$ cat config.mk
export PLATFORM = sky130hd
export DESIGN_NAME = vid_text_fetch
export DESIGN_NICKNAME = d
export VERILOG_FILES = /design/src/rtl/vid_text_pkg.sv /design/src/rtl/vid_pix_shifter.sv /design/src/rtl/vid_text_fetch.sv
export SDC_FILE = /design/constraint.sdc
export NUM_CORES = 1
export LEC_CHECK = 0
export CORE_MARGIN = 4
export CORE_UTILIZATION = 31
export DETAILED_ROUTE_END_ITERATION = 10
export GPL_TIMING_DRIVEN = 0
export PLACE_DENSITY = 0.58
export SLEW_MARGIN = 15
export SYNTH_ARGS = -nofsm -noshare
export SYNTH_HDL_FRONTEND = slang
export SYNTH_HIERARCHICAL = 1
export SYNTH_SLANG_ARGS = --single-unit
export TNS_END_PERCENT = 1
$ cat constraint.sdc
create_clock -name clk -period 2.7 [get_ports clk]
set_input_delay 0.54 -clock clk [delete_from_list [all_inputs] [get_ports clk]]
set_output_delay 0.54 -clock clk [all_outputs]
set_load 0.05 [all_outputs]
$ cat src/rtl/vid_text_pkg.sv
// Shared types and geometry for the text-mode scan-out path.
package vid_text_pkg;

   localparam int unsigned CHAR_W = 8;
   localparam int unsigned CHAR_H = 8;
   localparam int unsigned CG_AW  = 11;
   localparam int unsigned BIT_W  = $clog2(CHAR_W);

   typedef enum logic [1:0] {
      IDLE,
      VRD,
      CRD,
      CWT
   } fetch_state_e;

endpackage

$ cat src/rtl/vid_pix_shifter.sv
// Glyph double buffer and MSB-first pixel serialiser with sticky underrun detection.
module vid_pix_shifter
   import vid_text_pkg::*;
(
   input  logic              clk,
   input  logic              reset_n,
   input  logic              restart,
   input  logic              pix_ce,
   input  logic              hact,
   input  logic              fill,
   input  logic [CHAR_W-1:0] glyph,
   input  logic              col_left,
   input  logic              clr_underrun,
   output logic              buf_vld,
   output logic              pixel,
   output logic              underrun
);

   logic [CHAR_W-1:0] glyph_buf;
   logic [CHAR_W-1:0] sr;
   logic [BIT_W-1:0]  bit_cnt;
   logic              cell_start;
   logic              consume;
   logic              starve;

   assign cell_start = pix_ce & hact & (bit_cnt == '0);
   assign consume    = cell_start & buf_vld;
   // An empty buffer at a cell boundary is only an error while columns remain.
   assign starve     = cell_start & ~buf_vld & col_left & ~restart;

   // Glyph buffer: a fill only happens while empty, so it never meets a consume.
   always_ff @(posedge clk or negedge reset_n) begin
      if (!reset_n) begin
         glyph_buf <= '0;
         buf_vld   <= 1'b0;
      end else if (restart) begin
         buf_vld <= 1'b0;
      end else if (fill) begin
         glyph_buf <= glyph;
         buf_vld   <= 1'b1;
      end else if (consume) begin
         buf_vld <= 1'b0;
      end
   end

   // Serialiser: a starved cell shifts out zeros.
   always_ff @(posedge clk or negedge reset_n) begin
      if (!reset_n) begin
         sr      <= '0;
         bit_cnt <= '0;
         pixel   <= 1'b0;
      end else if (restart) begin
         sr      <= '0;
         bit_cnt <= '0;
         pixel   <= 1'b0;
      end else if (pix_ce) begin
         if (!hact) begin
            pixel <= 1'b0;
         end else begin
            bit_cnt <= bit_cnt + 1'b1;
            if (bit_cnt == '0) begin
               sr    <= buf_vld ? (glyph_buf << 1) : '0;
               pixel <= buf_vld & glyph_buf[CHAR_W-1];
            end else begin
               sr    <= sr << 1;
               pixel <= sr[CHAR_W-1];
            end
         end
      end
   end

   always_ff @(posedge clk or negedge reset_n) begin
      if (!reset_n) begin
         underrun <= 1'b0;
      end else if (starve) begin
         underrun <= 1'b1;
      end else if (clr_underrun) begin
         underrun <= 1'b0;
      end
   end

endmodule

$ cat src/rtl/vid_text_fetch.sv
// Text-mode scan-out sequencer: VRAM code fetch, chargen row fetch, pixel serialisation.
// Optional build macro VID_CURSOR_EN adds cursor_addr/cursor_on glyph inversion.
module vid_text_fetch
   import vid_text_pkg::*;
#(
   parameter int unsigned COLS = 32,
   parameter int unsigned VA_W = 10
) (
   input  logic             clk,
   input  logic             reset_n,
   input  logic             pix_ce,
   input  logic             line_start,
   input  logic [7:0]       line,
   input  logic             hact,
   output logic [VA_W-1:0]  vram_addr,
   input  logic [7:0]       vram_din,
   output logic [CG_AW-1:0] cg_addr,
   input  logic [7:0]       cg_din,
   output logic             pixel,
   output logic             underrun,
   input  logic             clr_underrun
`ifdef VID_CURSOR_EN
   ,
   input  logic [VA_W-1:0]  cursor_addr,
   input  logic             cursor_on
`endif
);

   localparam int unsigned COL_W = $clog2(COLS + 1);

   fetch_state_e      state;
   fetch_state_e      state_nxt;
   logic              cwt_wait;
   logic [COL_W-1:0]  col;
   logic              col_left;
   logic              buf_vld;
   logic              load_vaddr;
   logic              load_cgaddr;
   logic              fill;
   logic [VA_W-1:0]   vaddr_c;
   logic [CHAR_W-1:0] glyph;

   assign col_left = (col < COL_W'(COLS));
   assign vaddr_c  = VA_W'(32'(line[7:3]) * COLS + 32'(col));

`ifdef VID_CURSOR_EN
   // vram_addr still holds this cell's address while its glyph returns.
   assign glyph = (cursor_on && (vram_addr == cursor_addr)) ? ~cg_din : cg_din;
`else
   assign glyph = cg_din;
`endif

   always_ff @(posedge clk or negedge reset_n) begin
      if (!reset_n) begin
         state <= IDLE;
      end else begin
         state <= state_nxt;
      end
   end

   // CWT spans two clks: one for the ROM to register cg_addr, one to capture cg_din.
   always_comb begin
      state_nxt   = state;
      load_vaddr  = 1'b0;
      load_cgaddr = 1'b0;
      fill        = 1'b0;
      case (state)
         IDLE: begin
            if (!buf_vld && col_left) begin
               state_nxt  = VRD;
               load_vaddr = 1'b1;
            end
         end
         VRD: state_nxt = CRD;
         CRD: begin
            load_cgaddr = 1'b1;
            state_nxt   = CWT;
         end
         CWT: begin
            if (cwt_wait) begin
               fill      = 1'b1;
               state_nxt = IDLE;
            end
         end
         default: state_nxt = IDLE;
      endcase
      if (line_start) begin
         state_nxt   = IDLE;
         load_vaddr  = 1'b0;
         load_cgaddr = 1'b0;
         fill        = 1'b0;
      end
   end

   always_ff @(posedge clk or negedge reset_n) begin
      if (!reset_n) begin
         cwt_wait  <= 1'b0;
         col       <= '0;
         vram_addr <= '0;
         cg_addr   <= '0;
      end else begin
         cwt_wait <= (state == CWT) && !cwt_wait && !line_start;
         if (line_start) begin
            col <= '0;
         end else if (fill) begin
            col <= col + 1'b1;
         end
         if (load_vaddr) begin
            vram_addr <= vaddr_c;
         end
         if (load_cgaddr) begin
            cg_addr <= CG_AW'({vram_din, line[2:0]});
         end
      end
   end

   vid_pix_shifter u_shifter (
      .clk          (clk),
      .reset_n      (reset_n),
      .restart      (line_start),
      .pix_ce       (pix_ce),
      .hact         (hact),
      .fill         (fill),
      .glyph        (glyph),
      .col_left     (col_left),
      .clr_underrun (clr_underrun),
      .buf_vld      (buf_vld),
      .pixel        (pixel),
      .underrun     (underrun)
   );

endmodule
==> After elaboration in Yosys (flattened, before gate mapping) <==
Index checks and enable logic that the tools add are counted.
{ "classes": {"addsub": 3, "order_cmp": 1, "n_eq_ne": 5, "muxes": 31, "n_bitwise": 9, "reduce_logical": 16} }
{ "ops": {"columns": ["op", "count"], "rows": [
  ["8-bit two-way mux", 5],
  ["1-bit two-way mux", 17],
  ["6-bit two-way mux", 2],
  ["10-bit by 6-bit adder with 10-bit output", 1],
  ["3-bit two-way mux", 3],
  ["2-bit one-hot mux with 4 select lines", 1],
  ["2-bit nonzero test", 4],
  ["1-bit bitwise AND", 7],
  ["6-bit by 1-bit adder with 6-bit output (second input constant)", 1],
  ["6-bit < comparator (second input constant)", 1],
  ["2-bit two-way mux", 3],
  ["3-bit inequality test (second input constant)", 2],
  ["2-bit AND reduction", 3],
  ["2-bit == test (second input constant)", 2],
  ["3-bit by 1-bit adder with 3-bit output (second input constant)", 1],
  ["1-bit logical AND", 3],
  ["1-bit logical NOT", 3],
  ["3-bit logical NOT", 1],
  ["3-bit nonzero test", 1],
  ["2-bit by 1-bit == test with 1-bit output (second input constant)", 1],
  ["2-bit logical NOT", 1],
  ["1-bit inverter", 2]
]} }
{ "word_totals": {"reg_bits": 52, "inputBits": 30, "output_inout_bits": 23} }

==> Logic depth before layout (Yosys ltp) <==
{ "depth": {"ltp_word": 6, "ltp_mapped": 6, "ltp_nobuf": 6} }

==> Cells and area by module <==
Netlist, hierarchy kept.
{ "modules_own_cells": {"columns": ["module", "n_inst", "cells_per_inst", "area_per_inst_um2", "seq_area_each_um2"], "rows": [
  ["vid_text_fetch", 1, 107, 1342.5, 750.7],
  ["vid_pix_shifter", 1, 90, 978.4, 525.5]
]} }

==> Worst setup path before layout <==
Ideal clock, no wire load.
{ "synth_path": {"path_type": "input -> register", "from": "input port line_start", "to": "register u_shifter.glyph_buf[0]", "setup_time_ps": 125, "t_arrival_ps": 1488, "required_time_ps": 2575, "path_slack_ps": 1087, "path_stages": 5, "path_cell_list": "clkbuf_1 -> nor2_1 -> inv_1 -> nor2_2 -> mux2_2"} }
{ "synth_via": {"elab_chain_len": 2, "word_cells_on_any_way": 3, "classes_between": "1 x mux; 1 x bitwise; 1 x reduce/logical"} }
{ "synth_lines": {"columns": ["element", "line", "rtl"], "rows": [
  ["start, declared", "vid_text_fetch.sv:12", "input logic line_start,"],
  ["1-bit two-way mux", "vid_text_fetch.sv:87", "if (line_start) begin"],
  ["net fill", "vid_text_fetch.sv:39", "logic fill;"],
  ["2-bit AND reduction (no source line)", null, null],
  ["end signal, assigned", "vid_pix_shifter.sv:39", "glyph_buf <= glyph;"],
  ["end, declared", "vid_pix_shifter.sv:19", "logic [CHAR_W-1:0] glyph_buf;"]
]} }
The timed path passes the listed nets, and every way through them passes these cells.
A chain may end at the register's enable or synchronous reset.

==> Worst setup path after layout <==
{ "layout_path": {"from": "input port line_start", "to": "register u_shifter.glyph_buf[7]"} }
The elaborated chain is that of the path after synthesis.

==> metrics.yaml <==
finalHoldViolCount: 0
power.total_mw: 2.480
pin_count: 53
antenna_found_initial: 0
drive_gt1_share_pct: 14.34
synth_cells: 197
setup_ws_ns: 0.4685
combinationalPowerShare_pct: 43.2
final_cell_mix: "dfrtp_1 (51), clkdlybuf4s50_1 (51), mux2_2 (22)"
cts_tree: "built"
synth_fp_nets: 236
grt-ovfl-total: 0
detail-route-antenna-nets: 0
slew_viol_final: 0
h-tree-depth: 2
min_path_type: "input port to async pin"
port_buffers: 52
postLayoutCoreUtil_pct: 42.21
track_usage_pct: 10.74
clkSlewWorstSetupHoldPaths_ns: 0.09
yosys.area.top_type_share_pct: 54.99
fin_crit_ns: 2.231
cts_made_buffers: 5
netlist_area_sq_mm: 0.002321
cts.sinks: 51
wl_per_cell_microns: 12.80
synth_area_leaders: "dfrtp_1 (55%), mux2_2 (11%), ha_1 (4.9%), nor2_1 (2.9%), nand4b_1 (2.6%)"
first_iter_violations: 58
final-instance-count-excl-fill: 357
via_count: 1683
cts_hold_buffers: 0
clock_path_buffers: 2
crit_type: "input port to flop"
endpoint_kind: "flop"
dieArea_sq_mm: 0.008935
drc: 0
rsz0062_at_grt: "no"
fp.dieW_microns: 94.53
initial_utilization_pct: 32.00
rows: 31
hpwl_microns: 3395
ys_seq_area_share_pct: 54.99
synth_seq_cells: 51
cp_data_arrival_time_ns: 2.42
setup_viol: 0
die_h_microns: 94.53
yosysWarnings: 6
syn_area_per_cell_sq_um: 11.78
p_sw_mw: 0.9695
sw_frac_of_total_pct: 39.09
max_slew_margin_pct: 65.87
vdd_drop_max_mv: 0.2191
cp.required_ns: 2.89
worst-path-max-fanout: 10
cap_viol_max_count: 0
grt_pass1_vias: 1617
worstSkewPairLatency_ns: 0.30
grt_max_degree: 34
fin_nets: 296
firstDrtPassIters: 4
p_int_mw: 1.511
p_clk_share_pct: 16.9
synth.largest_area_cell: "dfrtp_1"
clock_skew_ns: 0.004948
dp_cells: 349
num-fill-cells: 720
pre_cts_ws_ns: 0.1156
fmax_mhz: 448.1
via_per_inst: 4.714
routabilityCongestion: 0.7648
period_share_pct: 82.65
p_per_area_mw_per_mm2: 810.0
worst_slew_pin_slew_ns: 0.5103
ys_types: 31
wirelength_microns: 4571
status: "finished, final reports clean"
syn2layout_area_growth_pct: 31.91
cts-root-buf: "clkbuf_8"
postCtsSetupRepairBufs: 0
post_cts_resized: 0
grt_pass1_wl_microns: 7596
seqPwrFrac_pct: 39.9
critPathLaunchType: "input port"
leakage_nw: 1.278
num_antenna_cells: 0
coreArea_sq_mm: 0.007253
## state kept, by name (all words and copies together) (netlist names)
name,count
cg_addr,11
col,6
cwt_wait,1
state,2
u_shifter/bit_cnt,3
u_shifter/buf_vld,1
u_shifter/glyph_buf,8
u_shifter/pixel,1
u_shifter/sr,7
u_shifter/underrun,1
vram_addr,10
## metrics by stage
step | area [sq um] | TNS (ns) | hold slack (ns)
CTS | 3062 | 0 | 0.1806
global route | 3062 | 0 | 0.1858
detailed placement | 2980 | 0 | 0.4820
global placement | 2965 | -25.27 | 0.4655
finish | 3062 | 0 | 0.1753
floorplan | 2321 | 0 | 0.2444
## critical path, stage by stage
cell	delay [ns]
clkdlybuf4s50_1	0.62
clkbuf_1	0.32
nor2_1	0.15
inv_1	0.07
nor2_2	0.33
mux2_2	0.38
## power groups by stage
stage                     registers [mW]  clock network [mW]  logic, mW
after floorplan                     1.43                   0      0.277
after CTS                          0.994               0.441       1.09
final                              0.990               0.419       1.07
after global placement              1.00                   0       1.07
after detailed placement            1.01                   0       1.08
after global routing                1.02               0.468       1.13
## cells by family after synthesis
family | synth area share, %
AND/OR/NAND/NOR | 14.45
flip-flops | 54.99
AO/OA/AOI/OAI | 7.170
multiplexers | 12.61
buffers and inverters | 3.288
adder cells (fa/ha/maj) | 4.852
XOR/XNOR | 2.642
## cell usage after synthesis
master and count:
o31ai_1 1, buf_6 2, nand3b_1 1, o32ai_1 1, a211oi_1 1, or3_1 4
nand4_1 1, mux2_1 4, o21ai_0 6, buf_2 1, nand2b_1 2, nor2b_1 1
nor2_2 1, and4b_2 1, nor2_1 18, inv_1 8, dfrtp_1 51, mux2_2 22
buf_4 1, and2_0 1, nor4b_4 1, xor2_1 5, a311oi_1 6, nand4b_1 7
clkbuf_1 3, nand2_1 16, ha_1 9, a21oi_1 12, and2_1 1, nand3_1 7
xnor2_1 2
## metal layers
layer	up-vias	wire, microns	share of wire [%]	GRT usage, %
met5	-	0	0	0
met4	0	73	1.6	3.606
met3	7	292	6.4	2.709
met2	56	1924	42	16.08
met1	808	2281	50	15.14
li1	812	-	-	-
## path summary, 6_finish.rpt
kind                               from  cells past startpoint  slack [ns]                      to
hold reg to reg            vram_addr[6]                      1        0.50            vram_addr[6]
hold / removal                  reset_n                      1        0.18              cg_addr[3]
setup / recovery             line_start                      6        0.47  u_shifter/glyph_buf[7]
setup reg to reg               state[0]                      6        0.89  u_shifter/glyph_buf[7]
min in group clk           vram_addr[6]                      1        0.50            vram_addr[6]
max in group asynchronous       reset_n                      2        1.99            vram_addr[9]
## area by class of cell
class / instances / area (sq um) / area share [%]
Buffer: 7 / 46.29 / 1.512
Sequential cell: 51 / 1276 / 41.68
Clock inverter: 1 / 5.005 / 0.1635
Inverter: 8 / 30.03 / 0.9808
Clock buffer: 7 / 76.32 / 2.493
Timing Repair Buffer: 53 / 535.5 / 17.49
Tap cell: 99 / 123.9 / 4.046
Multi-Input combinational cell: 131 / 968.4 / 31.63
No activity file was read; power rests on OpenSTA's default activity.
